<file path="src/rtl/mseq_sync_ctrl_pkg.sv">
// rtl/mseq_sync_ctrl_pkg.sv - shared constants, state encoding and width helper for the M-sequence sync controller
package mseq_sync_ctrl_pkg;

  localparam int SEQ_LEN       = 31;
  localparam int CORR_W        = 8;
  localparam int DEF_PEAK_THR  = 62;
  localparam int DEF_CONFIRM_N = 3;
  localparam int DEF_MISS_MAX  = 2;

  function automatic int phase_w(input int len);
    return $clog2(len);
  endfunction

  localparam int PHASE_W = phase_w(SEQ_LEN);
  localparam int HIT_W   = 3;

  typedef enum logic [1:0] {
    ST_IDLE   = 2'd0,
    ST_SEARCH = 2'd1,
    ST_VERIFY = 2'd2,
    ST_LOCK   = 2'd3
  } state_e;

endpackage

</file>
<file path="src/rtl/mseq_sync_ctrl_if.sv">
// rtl/mseq_sync_ctrl_if.sv - correlator input and sync status bundle for the M-sequence sync controller
interface mseq_sync_ctrl_if;
  import mseq_sync_ctrl_pkg::*;

  logic               en;
  logic [CORR_W-1:0]  corr_data;
  logic [1:0]         state;
  logic               locked;
  logic [PHASE_W-1:0] chip_phase;
  logic               peak_hit;
  logic               frame_start;
  logic               lock_lost;
  logic [1:0]         miss_cnt;

  modport master (
    output en, corr_data,
    input  state, locked, chip_phase, peak_hit, frame_start, lock_lost, miss_cnt
  );

  modport slave (
    input  en, corr_data,
    output state, locked, chip_phase, peak_hit, frame_start, lock_lost, miss_cnt
  );

endinterface

</file>
<file path="src/rtl/mseq_sync_ctrl_phase_cnt.sv">
// rtl/mseq_sync_ctrl_phase_cnt.sv - mod-LEN chip phase counter with clear and due flag
module mseq_sync_ctrl_phase_cnt #(
  parameter int LEN = 31,
  parameter int W   = 5
) (
  input  logic         clk,
  input  logic         rst_n,
  input  logic         clr,
  output logic [W-1:0] phase,
  output logic         due
);

  logic [W-1:0] phase_q;
  logic [W-1:0] phase_d;

  assign due = (phase_q == W'(LEN - 1));

  // Wrap and clear both land on 0, so a peak on the due cycle needs no special case.
  always_comb begin
    phase_d = phase_q + W'(1);
    if (clr || due) begin
      phase_d = '0;
    end
  end

  always_ff @(posedge clk or negedge rst_n) begin
    if (!rst_n) begin
      phase_q <= '0;
    end else begin
      phase_q <= phase_d;
    end
  end

  assign phase = phase_q;

endmodule

</file>
<file path="src/rtl/mseq_sync_ctrl.sv">
// rtl/mseq_sync_ctrl.sv - acquisition/tracking FSM: peak search, periodic confirm, flywheel lock
module mseq_sync_ctrl
  import mseq_sync_ctrl_pkg::*;
#(
  parameter int PEAK_THR  = DEF_PEAK_THR,
  parameter int CONFIRM_N = DEF_CONFIRM_N,
  parameter int MISS_MAX  = DEF_MISS_MAX
) (
  input logic              clk,
  input logic              rst_n,
  mseq_sync_ctrl_if.slave  bus
);

  state_e           state_q, state_d;
  logic [HIT_W-1:0] hits_q, hits_d;
  logic [1:0]       miss_q, miss_d;
  logic             locked_q, locked_d;
  logic             peak_hit_q, peak_hit_d;
  logic             frame_start_q, frame_start_d;
  logic             lock_lost_q, lock_lost_d;
  logic             peak;
  logic             due;
  logic             phase_clr;

  assign peak = (bus.corr_data >= CORR_W'(PEAK_THR));

  // Phase is pinned to 0 until acquisition, and re-anchored on any VERIFY peak; never slips in LOCK.
  assign phase_clr = !bus.en || (state_q == ST_IDLE) || (state_q == ST_SEARCH)
                     || ((state_q == ST_VERIFY) && peak);

  mseq_sync_ctrl_phase_cnt #(
    .LEN (SEQ_LEN),
    .W   (PHASE_W)
  ) u_phase (
    .clk   (clk),
    .rst_n (rst_n),
    .clr   (phase_clr),
    .phase (bus.chip_phase),
    .due   (due)
  );

  always_comb begin
    state_d       = state_q;
    hits_d        = hits_q;
    miss_d        = miss_q;
    peak_hit_d    = 1'b0;
    frame_start_d = 1'b0;
    lock_lost_d   = 1'b0;
    if (!bus.en) begin
      state_d = ST_IDLE;
      hits_d  = '0;
      miss_d  = '0;
    end else begin
      case (state_q)
        ST_IDLE: state_d = ST_SEARCH;
        ST_SEARCH: begin
          if (peak) begin
            state_d = ST_VERIFY;
            hits_d  = HIT_W'(1);
          end
        end
        ST_VERIFY: begin
          if (due && peak) begin
            peak_hit_d = 1'b1;
            if (hits_q + HIT_W'(1) == HIT_W'(CONFIRM_N)) begin
              state_d       = ST_LOCK;
              frame_start_d = 1'b1;
              hits_d        = '0;
              miss_d        = '0;
            end else begin
              hits_d = hits_q + HIT_W'(1);
            end
          end else if (due) begin
            state_d = ST_SEARCH;
            hits_d  = '0;
          end else if (peak) begin
            hits_d = HIT_W'(1);
          end
        end
        ST_LOCK: begin
          if (due && peak) begin
            peak_hit_d    = 1'b1;
            frame_start_d = 1'b1;
            miss_d        = '0;
          end else if (due) begin
            if (miss_q + 2'd1 == 2'(MISS_MAX)) begin
              state_d     = ST_SEARCH;
              lock_lost_d = 1'b1;
              miss_d      = '0;
            end else begin
              miss_d        = miss_q + 2'd1;
              frame_start_d = 1'b1;
            end
          end
        end
        default: state_d = ST_IDLE;
      endcase
    end
    locked_d = (state_d == ST_LOCK);
  end

  always_ff @(posedge clk or negedge rst_n) begin
    if (!rst_n) begin
      state_q       <= ST_IDLE;
      hits_q        <= '0;
      miss_q        <= '0;
      locked_q      <= 1'b0;
      peak_hit_q    <= 1'b0;
      frame_start_q <= 1'b0;
      lock_lost_q   <= 1'b0;
    end else begin
      state_q       <= state_d;
      hits_q        <= hits_d;
      miss_q        <= miss_d;
      locked_q      <= locked_d;
      peak_hit_q    <= peak_hit_d;
      frame_start_q <= frame_start_d;
      lock_lost_q   <= lock_lost_d;
    end
  end

  assign bus.state       = state_q;
  assign bus.locked      = locked_q;
  assign bus.peak_hit    = peak_hit_q;
  assign bus.frame_start = frame_start_q;
  assign bus.lock_lost   = lock_lost_q;
  assign bus.miss_cnt    = miss_q;

endmodule

</file>
<file path="src/flat_wrapper.sv">
// flat-port wrapper written by rule: the top's interface ports become plain ports
module mseq_sync_ctrl_flat import mseq_sync_ctrl_pkg::*;
#(
  parameter int PEAK_THR  = DEF_PEAK_THR,
  parameter int CONFIRM_N = DEF_CONFIRM_N,
  parameter int MISS_MAX  = DEF_MISS_MAX
)
  (clk, rst_n, bus_en, bus_corr_data, bus_state, bus_locked, bus_chip_phase, bus_peak_hit, bus_frame_start, bus_lock_lost, bus_miss_cnt);
  mseq_sync_ctrl_if bus_i ();
  input logic clk;
  input logic rst_n;
  input wire logic [$bits(bus_i.en)-1:0] bus_en;
  input wire logic [$bits(bus_i.corr_data)-1:0] bus_corr_data;
  output wire logic [$bits(bus_i.state)-1:0] bus_state;
  output wire logic [$bits(bus_i.locked)-1:0] bus_locked;
  output wire logic [$bits(bus_i.chip_phase)-1:0] bus_chip_phase;
  output wire logic [$bits(bus_i.peak_hit)-1:0] bus_peak_hit;
  output wire logic [$bits(bus_i.frame_start)-1:0] bus_frame_start;
  output wire logic [$bits(bus_i.lock_lost)-1:0] bus_lock_lost;
  output wire logic [$bits(bus_i.miss_cnt)-1:0] bus_miss_cnt;
  assign bus_i.en = bus_en;
  assign bus_i.corr_data = bus_corr_data;
  assign bus_state = bus_i.state;
  assign bus_locked = bus_i.locked;
  assign bus_chip_phase = bus_i.chip_phase;
  assign bus_peak_hit = bus_i.peak_hit;
  assign bus_frame_start = bus_i.frame_start;
  assign bus_lock_lost = bus_i.lock_lost;
  assign bus_miss_cnt = bus_i.miss_cnt;
  mseq_sync_ctrl #(.PEAK_THR(PEAK_THR), .CONFIRM_N(CONFIRM_N), .MISS_MAX(MISS_MAX)) u_core (.clk(clk), .rst_n(rst_n), .bus(bus_i));
endmodule
</file>
<file path="config.mk">
export PLATFORM = sky130hd
export DESIGN_NAME = mseq_sync_ctrl_flat
export DESIGN_NICKNAME = d
export VERILOG_FILES = /design/src/rtl/mseq_sync_ctrl_pkg.sv /design/src/rtl/mseq_sync_ctrl_if.sv /design/src/rtl/mseq_sync_ctrl_phase_cnt.sv /design/src/rtl/mseq_sync_ctrl.sv /design/src/flat_wrapper.sv
export SDC_FILE = /design/constraint.sdc
export NUM_CORES = 1
export LEC_CHECK = 0
export ABC_AREA = 1
export ABC_CLOCK_PERIOD_IN_PS = 1450
export CORE_UTILIZATION = 42
export DETAILED_ROUTE_END_ITERATION = 10
export PLACE_DENSITY = 0.73
export SLEW_MARGIN = 20
export SYNTH_ARGS = -nofsm -noshare
export SYNTH_HDL_FRONTEND = slang
export SYNTH_SLANG_ARGS = --single-unit
export TNS_END_PERCENT = 5
</file>
<file path="constraint.sdc">
create_clock -name clk -period 1.45 [get_ports clk]
set_clock_uncertainty 0.15 [all_clocks]
set_input_delay 0.29 -clock clk [delete_from_list [all_inputs] [get_ports clk]]
set_output_delay 0.29 -clock clk [all_outputs]
set_load 0.02 [all_outputs]
</file>
==> implementation parameters, run 1 <==
Parameter                              Value

Synth
  Area fraction of the dominant cell type after synthesis ... around 43%
  Synth Area per Inst ... 7.319 um2
  Basic-gate share of the synthesized area counting and, or, nand and nor cells ... around 34%
  Post-Synth Adder-Cell Area ... 5.427%
  Mux cell area share after synthesis ... 0%
  Mapped cell area ... 922.1 um2
  Synthesized net count ... 141
  Netlist cell types ... 17
  Cell type with the largest total area after synthesis ... dfrtp_1
  Combinational family with the most area after synthesis ... simple AND/OR/NAND/NOR gates
  Mapped Cells ... around 130
  Number of register bits inferred by synthesis ... 16
  Warnings from Yosys ... 0
  Share of synthesized area occupied by flip-flops and latches ... 43.42%
  Share of the synthesized area in compound gates (AO/OA/AOI/OAI) ... 4.478%
  Top area cells in the synthesized netlist ... dfrtp_1, nand2_1, inv_1
  Xor/xnor share of the synthesized area ... 2.849%

Clock network
  TritonCTS clock tree ... done
  Maximum level of the CTS H-tree ... 1
  Clock latency of the later-clocked register in the worst-skew pair ... roughly 0.3 ns
  Total CTS buffers ... 3
  Clock transition at path regs ... 0.10 ns
  Number of buffers inserted by hold repair at cts ... 0
  CTS root buffer ... clkbuf_4
  Clk buf depth ... 2
  Clk sinks ... 16
  Post-CTS setup repair buffer count ... 0

Power and ir drop
  Leakage component of the power ... around 0.76 nW
  Max rail drop VDD ... 0.0005657 V
  Areal power density over the cells ... ~750 nW/um2

STA
  Post-layout min period ... ~1.5 ns
  RSZ-0062 raised after global routing ... yes
  Top achievable clock speed ... 652.2 MHz
  Number of pins with negative max-slew slack in the final report ... 0
  Count of final setup violators ... 8
  Share of the cycle needed by the critical path after routing ... 105.7%
  Minimum setup slack in the final design ... -0.08333 ns
  Hold_ws ... 0.1577 ns
  Count of final hold-check violations ... 0
  Transition time at the pin with the least slew margin ... 0.2607 ns
  Max-Slew Margin vs Limit ... 82.55%

Worst setup path
  R2R Path Start ... u_core.u_phase.phase[0]
  CP required ... 1.50 ns
  Slowest cell on the critical path ... dfrtp_2
  Maximum net fanout on the critical path ... 6
  Crit end category ... flop
  Longest individual stage delay on the worst path ... 0.44 ns
  Source of the critical timing path ... u_core.u_phase.phase[0]
  Crit Path Category ... reg -> reg
  Worst path cell trace ... inv_2 > ha_4 > nand2_4 > nor2_4 > nand4_1 > nand2_1 > nand2_1 > nand2_2 > nor2_1
  Critical path launch point type ... flop
  CP Data Arrival Time ... approximately 1.6 ns
  Worst r2r dst ... u_core.bus.locked
  R2r worst-path depth ... 9
  Worst reg-to-reg setup slack ... -0.08 ns
  Most frequent cell on the critical path ... nand2_1

Placed design
  Detailed placement HPWL ... between 1.5 and 2 mm
  Port-buffer cells ... 22
  Worst Setup Slack post-DPL ... -0.4209 ns
  Global placer's final weighted congestion ... 0.8207

GRT
  Global router's overall resource usage ... between 20 and 25%
  Number of antenna violations at the first check in global routing ... 0
  Remaining global-route overflow ... 0
  Number of global-route vias before repair ... slightly above 900
  First-pass GRT wire length ... between 3 and 4 mm
  Largest net degree at the start of global routing ... 17

Job
  Max-cap violations ... 0

Floorplanning
  Io pins ... 24
  Initial standard-cell utilization of the core ... 45.61%
  Standard cell core area ... 2022 um2
  Floorplan die area ... 2387 um2
  Die Height ... 48.86 um
  Chip Width ... 48.86 um
  Row count ... 16

Outcome
  Violations in the final reports ... setup timing
  Result of the run ... complete, but fails checks

Route
  Number of optimization iterations in the first detailed-route pass ... 4
  Count of routing violations after the opening detailed-route iteration ... 14
  Post-detailed-route wirelength per cell ... about 11 um
  Remaining number of nets flagged by the antenna check after routing ... 0
  Drt total wl ... ~2.1 mm
  Via count of the routed design ... 932
  Count of unresolved DRC violations after routing ... 0
  Via density per instance ... 4.731

Cells and area
  Number of antenna repair diodes ... 0
  Layout cell share with drive strength beyond 1 ... 30.00%
  Growth of design area from synthesis to finish ... 49.39%
  Number of nets at the end of the flow ... 186

Hold path
  Worst Hold Class ... in -> async
==> routing by layer <==
metal / global-route usage, % / routed length, um / up-vias
met5: 0 / 0 / -
met4: 8.824 / 42 / 0
met3: 2.804 / 66 / 5
met2: 34.95 / 986 / 24
met1: 24.90 / 1044 / 426
li1: - / - / 477
==> report_power, final <==
group / switching (mW) / total (mW) / internal [mW]
registers: 0.0179 / 0.483 / 0.466
clock network: 0.153 / 0.306 / 0.153
logic: 0.139 / 0.247 / 0.108
total: 0.310 / 1.04 / 0.727
==> worst max-delay path, delay by kind of cell, from the launching register on <==
kind          cells  cell delay [ns]
buf+inv           1             0.07
fa+ha+maj         1             0.14
flops             1             0.44
simple gates      7             0.64
==> flip-flops by register name, summed over array words and instances, names as in the netlist <==
register                cells
u_core.u_phase.phase        5
u_core.hits_q               3
u_core.bus.miss_cnt         2
u_core.bus.state            2
u_core.bus.frame_start      1
u_core.bus.lock_lost        1
u_core.bus.locked           1
u_core.bus.peak_hit         1
==> final cells by class <==
| type | count | area, um2 |
|---|---|---|
| fill | 168 | 644.4 |
| inverter | 24 | 91.34 |
| timing repair buffer | 40 | 315.3 |
| clock buffer | 4 | 36.28 |
| multi-input combinational | 86 | 498.0 |
| tap | 27 | 33.78 |
| sequential | 16 | 402.9 |
==> cells in the mapped netlist <==
cell and n:
nand2_1 36, clkinv_2 1, nand4_1 3, o21ai_2 1
nand2_2 2, dfrtp_1 16, ha_1 4, nand3b_1 2
nor2_1 16, nor2_4 1, inv_1 23, a21oi_1 1
xor2_1 2, a22oi_1 1, xnor2_1 1, nand3_1 12
o21ai_0 4
==> stage by stage <==
step	cells	TNS [ns]	area (um2)	power, mW	utilization (%)
floorplan	126	-0.2057	947.2	0.6139	-
global placement	193	-4.488	1336	0.7316	66.09
detailed placement	193	-5.150	1336	0.7373	66.09
CTS	197	-0.3116	1371	1.045	67.82
global route	197	-1.324	1378	1.104	68.13
finish	197	-0.3387	1378	1.037	68.13
==> cell usage in the layout (no fill, tap or decap), drive strengths merged <==
| master | count |
|---|---|
| clkdlybuf4s15 | 2 |
| inv | 23 |
| a22oi | 1 |
| ha | 4 |
| clkbuf | 8 |
| xnor2 | 1 |
| clkinv | 1 |
| dlygate4sd2 | 4 |
| nand3 | 12 |
| buf | 21 |
| nand4 | 3 |
| nand3b | 2 |
| clkdlybuf4s50 | 9 |
| o21ai | 5 |
| nand2 | 38 |
| a21oi | 1 |
| xor2 | 2 |
| nor2 | 17 |
| dfrtp | 16 |
==> how the worst max path moves through the flow <==
stage                             endpoint  slack [ns]  cells past startpoint
global placement    u_core.bus.miss_cnt[1]       -0.36                      8
detailed placement  u_core.bus.miss_cnt[1]       -0.42                      8
finish                   u_core.bus.locked       -0.08                      9
floorplan           u_core.bus.miss_cnt[1]       -0.04                      9
CTS                      bus_chip_phase[0]       -0.06                      1
global route           u_core.bus.state[1]       -0.17                      9
==> kinds of logic (layout without fill, tap and decap cells) <==
logic type                 count (synthesis)  after routing
xor gates and xnor gates                   3              3
AOI/OAI and AO/OA                          7              7
and+or+nand+nor                           72             72
adders and majority gates                  4              4
DFF                                       16             16
buffers and inverters                     24             68
==> repair_timing <==
action / 4_1_cts / 5_1_grt
resized for setup: 30 / 16
pin swaps: 3 / 0
endpoints found under the setup margin: 29 / 24
Power figures use the tool's default switching activity.
==> inputs of run 2 (changes only) <==
GPL_TIMING_DRIVEN = 0   (was not set)
==> run 2 against run 1 <==
  * The flow still finishes with violations (setup timing)
  * Largest power group unchanged
  * Register-to-register slack about the same
  * Sequential share of layout area increased by 2.9 points
  * Routed wire length decreased by 13%
  * First-iteration DRC count increased by 7.1%
  * Via count decreased by 8.6%
  * Combinational power decreased by 12%
  * Power decreased by 3.4%
  * Clock-buffer cell count unchanged
  * Die area unchanged
  * Setup slack improved by 0.0091 ns
==> implementation parameters, run 2 (synthesis gave the netlist of run 1 again) <==
Parameter                              Value

Outcome
  Result of the run ... complete, but fails checks
  Violations in the final reports ... setup timing

STA
  RSZ-0062 raised after global routing ... yes
  Minimum setup slack in the final design ... -0.07418 ns
  Number of pins with negative max-slew slack in the final report ... 0
  Post-layout min period ... 1.524 ns
  Transition time at the pin with the least slew margin ... 0.7214 ns
  Count of final hold-check violations ... 0
  Count of final setup violators ... 7
  Top achievable clock speed ... roughly 660 MHz
  Setup tns final ... -0.3464 ns
  Share of the cycle needed by the critical path after routing ... 105.1%
  Max-Slew Margin vs Limit ... 51.75%
  Hold_ws ... approximately 0.23 ns

Clock network
  Maximum level of the CTS H-tree ... 1
  Clk buf depth ... 2
  Clock latency of the later-clocked register in the worst-skew pair ... roughly 0.28 ns
  Clk sinks ... 16
  Clock transition at path regs ... 0.10 ns
  TritonCTS clock tree ... done
  CTS root buffer ... clkbuf_4
  Total CTS buffers ... 3

Cells and area
  Growth of design area from synthesis to finish ... 35.96%
  Final-layout fill cell count ... 204
  Top library cells by usage in the layout, fill and taps aside ... nand2_1, inv_1, nor2_1, dfrtp_1, nand3_1
  Number of antenna repair diodes ... 0
  Number of standard cells in the layout, taps in and fillers out ... 181
  Layout cell share with drive strength beyond 1 ... 21.43%
  Number of nets at the end of the flow ... 170
  Largest register FFs ... 5
  Leading cell type in the layout, fill and taps excluded ... nand2_1

GRT
  Number of antenna violations at the first check in global routing ... 0
  First-pass GRT wire length ... 3.243 mm
  Largest net degree at the start of global routing ... 17
  Number of global-route vias before repair ... 777
  Global router's overall resource usage ... 17.21%
  Remaining global-route overflow ... 0

Route
  Remaining number of nets flagged by the antenna check after routing ... 0
  Post-detailed-route wirelength per cell ... 10.26 um
  Via density per instance ... 4.707
  Drt total wl ... 1.857 mm
  Via count of the routed design ... around 850
  Count of routing violations after the opening detailed-route iteration ... 15
  Count of unresolved DRC violations after routing ... 0
  Number of optimization iterations in the first detailed-route pass ... 5

Worst setup path
  Worst reg-to-reg setup slack ... -0.07 ns
  Worst path cell trace ... dlygate4sd2_1
  Worst r2r dst ... u_core.bus.locked
  CP Data Arrival Time ... roughly 1.1 ns
  R2R Path Start ... u_core.u_phase.phase[0]
  Crit end category ... output pin
  R2r worst-path depth ... 9
  Slowest cell on the critical path ... dfrtp_1
  Critical path launch point type ... flop
  Maximum net fanout on the critical path ... 5
  Longest individual stage delay on the worst path ... 0.44 ns
  CP required ... 1.01 ns
  Source of the critical timing path ... u_core.u_phase.phase[3]
  Crit Path Category ... reg -> out
  Critical path buffer and inverter count ... 1
  Cell family with most CP delay ... flip-flops

Floorplanning
  Standard cell core area ... 2022 um2
  Chip Width ... roughly 49 um
  Die Height ... between 40 and 50 um
  Floorplan die area ... around 2400 um2
  Initial standard-cell utilization of the core ... 45.61%
  Io pins ... 24
  Row count ... 16

Hold path
  Hold worst-path end ... u_core.bus.state[0]
  Worst hold path depth ... 3
  Worst Hold Class ... in -> reg
  Hold_sp ... bus_en

Power and ir drop
  Max rail drop VDD ... 0.0006621 V
  Areal power density over the cells ... 798.9 nW/um2
  Leakage component of the power ... 0.6783 nW

Placed design
  Global placer's final weighted congestion ... slightly above 0.8
  Port-buffer cells ... 22
  Detailed placement HPWL ... 1.354 mm
  Placed cell count ... 175

Job
  Max-cap violations ... 0
[run 2: what timing repair did]
| action | CTS | global route |
|---|---|---|
| resized for setup | 34 | 13 |
| endpoints found under the setup margin | 26 | 23 |
| buffers inserted | 0 | 2 |
| pin swaps | 3 | 3 |
| hold buffers | 0 | 0 |
| cloned | 0 | 0 |
[run 2: area by class of cell]
cell class	instances	area (um2)	share of cell area, %
multi-input cells	86	490.5	39.12
flip-flops and latches	16	402.9	32.14
repair buffers	24	198.9	15.87
inverters	24	91.34	7.285
clock buffers	4	36.28	2.894
well taps	27	33.78	2.695
[run 2: power by group]
part           leakage [nW]  internal, mW  total, mW  switching (mW)
Sequential            0.217         0.466      0.485          0.0198
Clock                0.0210         0.153      0.299           0.146
Combinational         0.441        0.0863      0.217           0.131
Total                 0.678         0.705       1.00           0.297
[run 2: worst max-delay path by stage]
stage                             end  cells past startpoint
6_report            bus_chip_phase[3]                      1
5_1_grt             u_core.bus.locked                     10
4_1_cts             bus_chip_phase[3]                      1
3_5_place_dp   u_core.bus.miss_cnt[1]                      8
3_3_place_gp         u_core.hits_q[1]                      8
2_1_floorplan  u_core.bus.miss_cnt[1]                      9
[run 2: routing by layer]
layer  up-vias  GRT usage [%]  part of all wire, %
met5         -              0                    0
met4         0          1.471                 0.54
met3         2          5.607                  6.2
met2        26          27.78                   44
met1       379          23.40                   49
li1        445              -                    -
[run 2: per-stage QoR]
step / total power [mW] / area, um2 / util (%) / setup slack [ns]
floorplan: 0.6139 / 947.2 / - / -0.04186
global placement: 0.6993 / 1201 / 59.41 / -0.3953
detailed placement: 0.7019 / 1201 / 59.41 / -0.4165
CTS: 0.9971 / 1252 / 61.94 / -0.07782
global route: 1.064 / 1254 / 62.00 / -0.1896
finish: 1.002 / 1254 / 62.00 / -0.07418
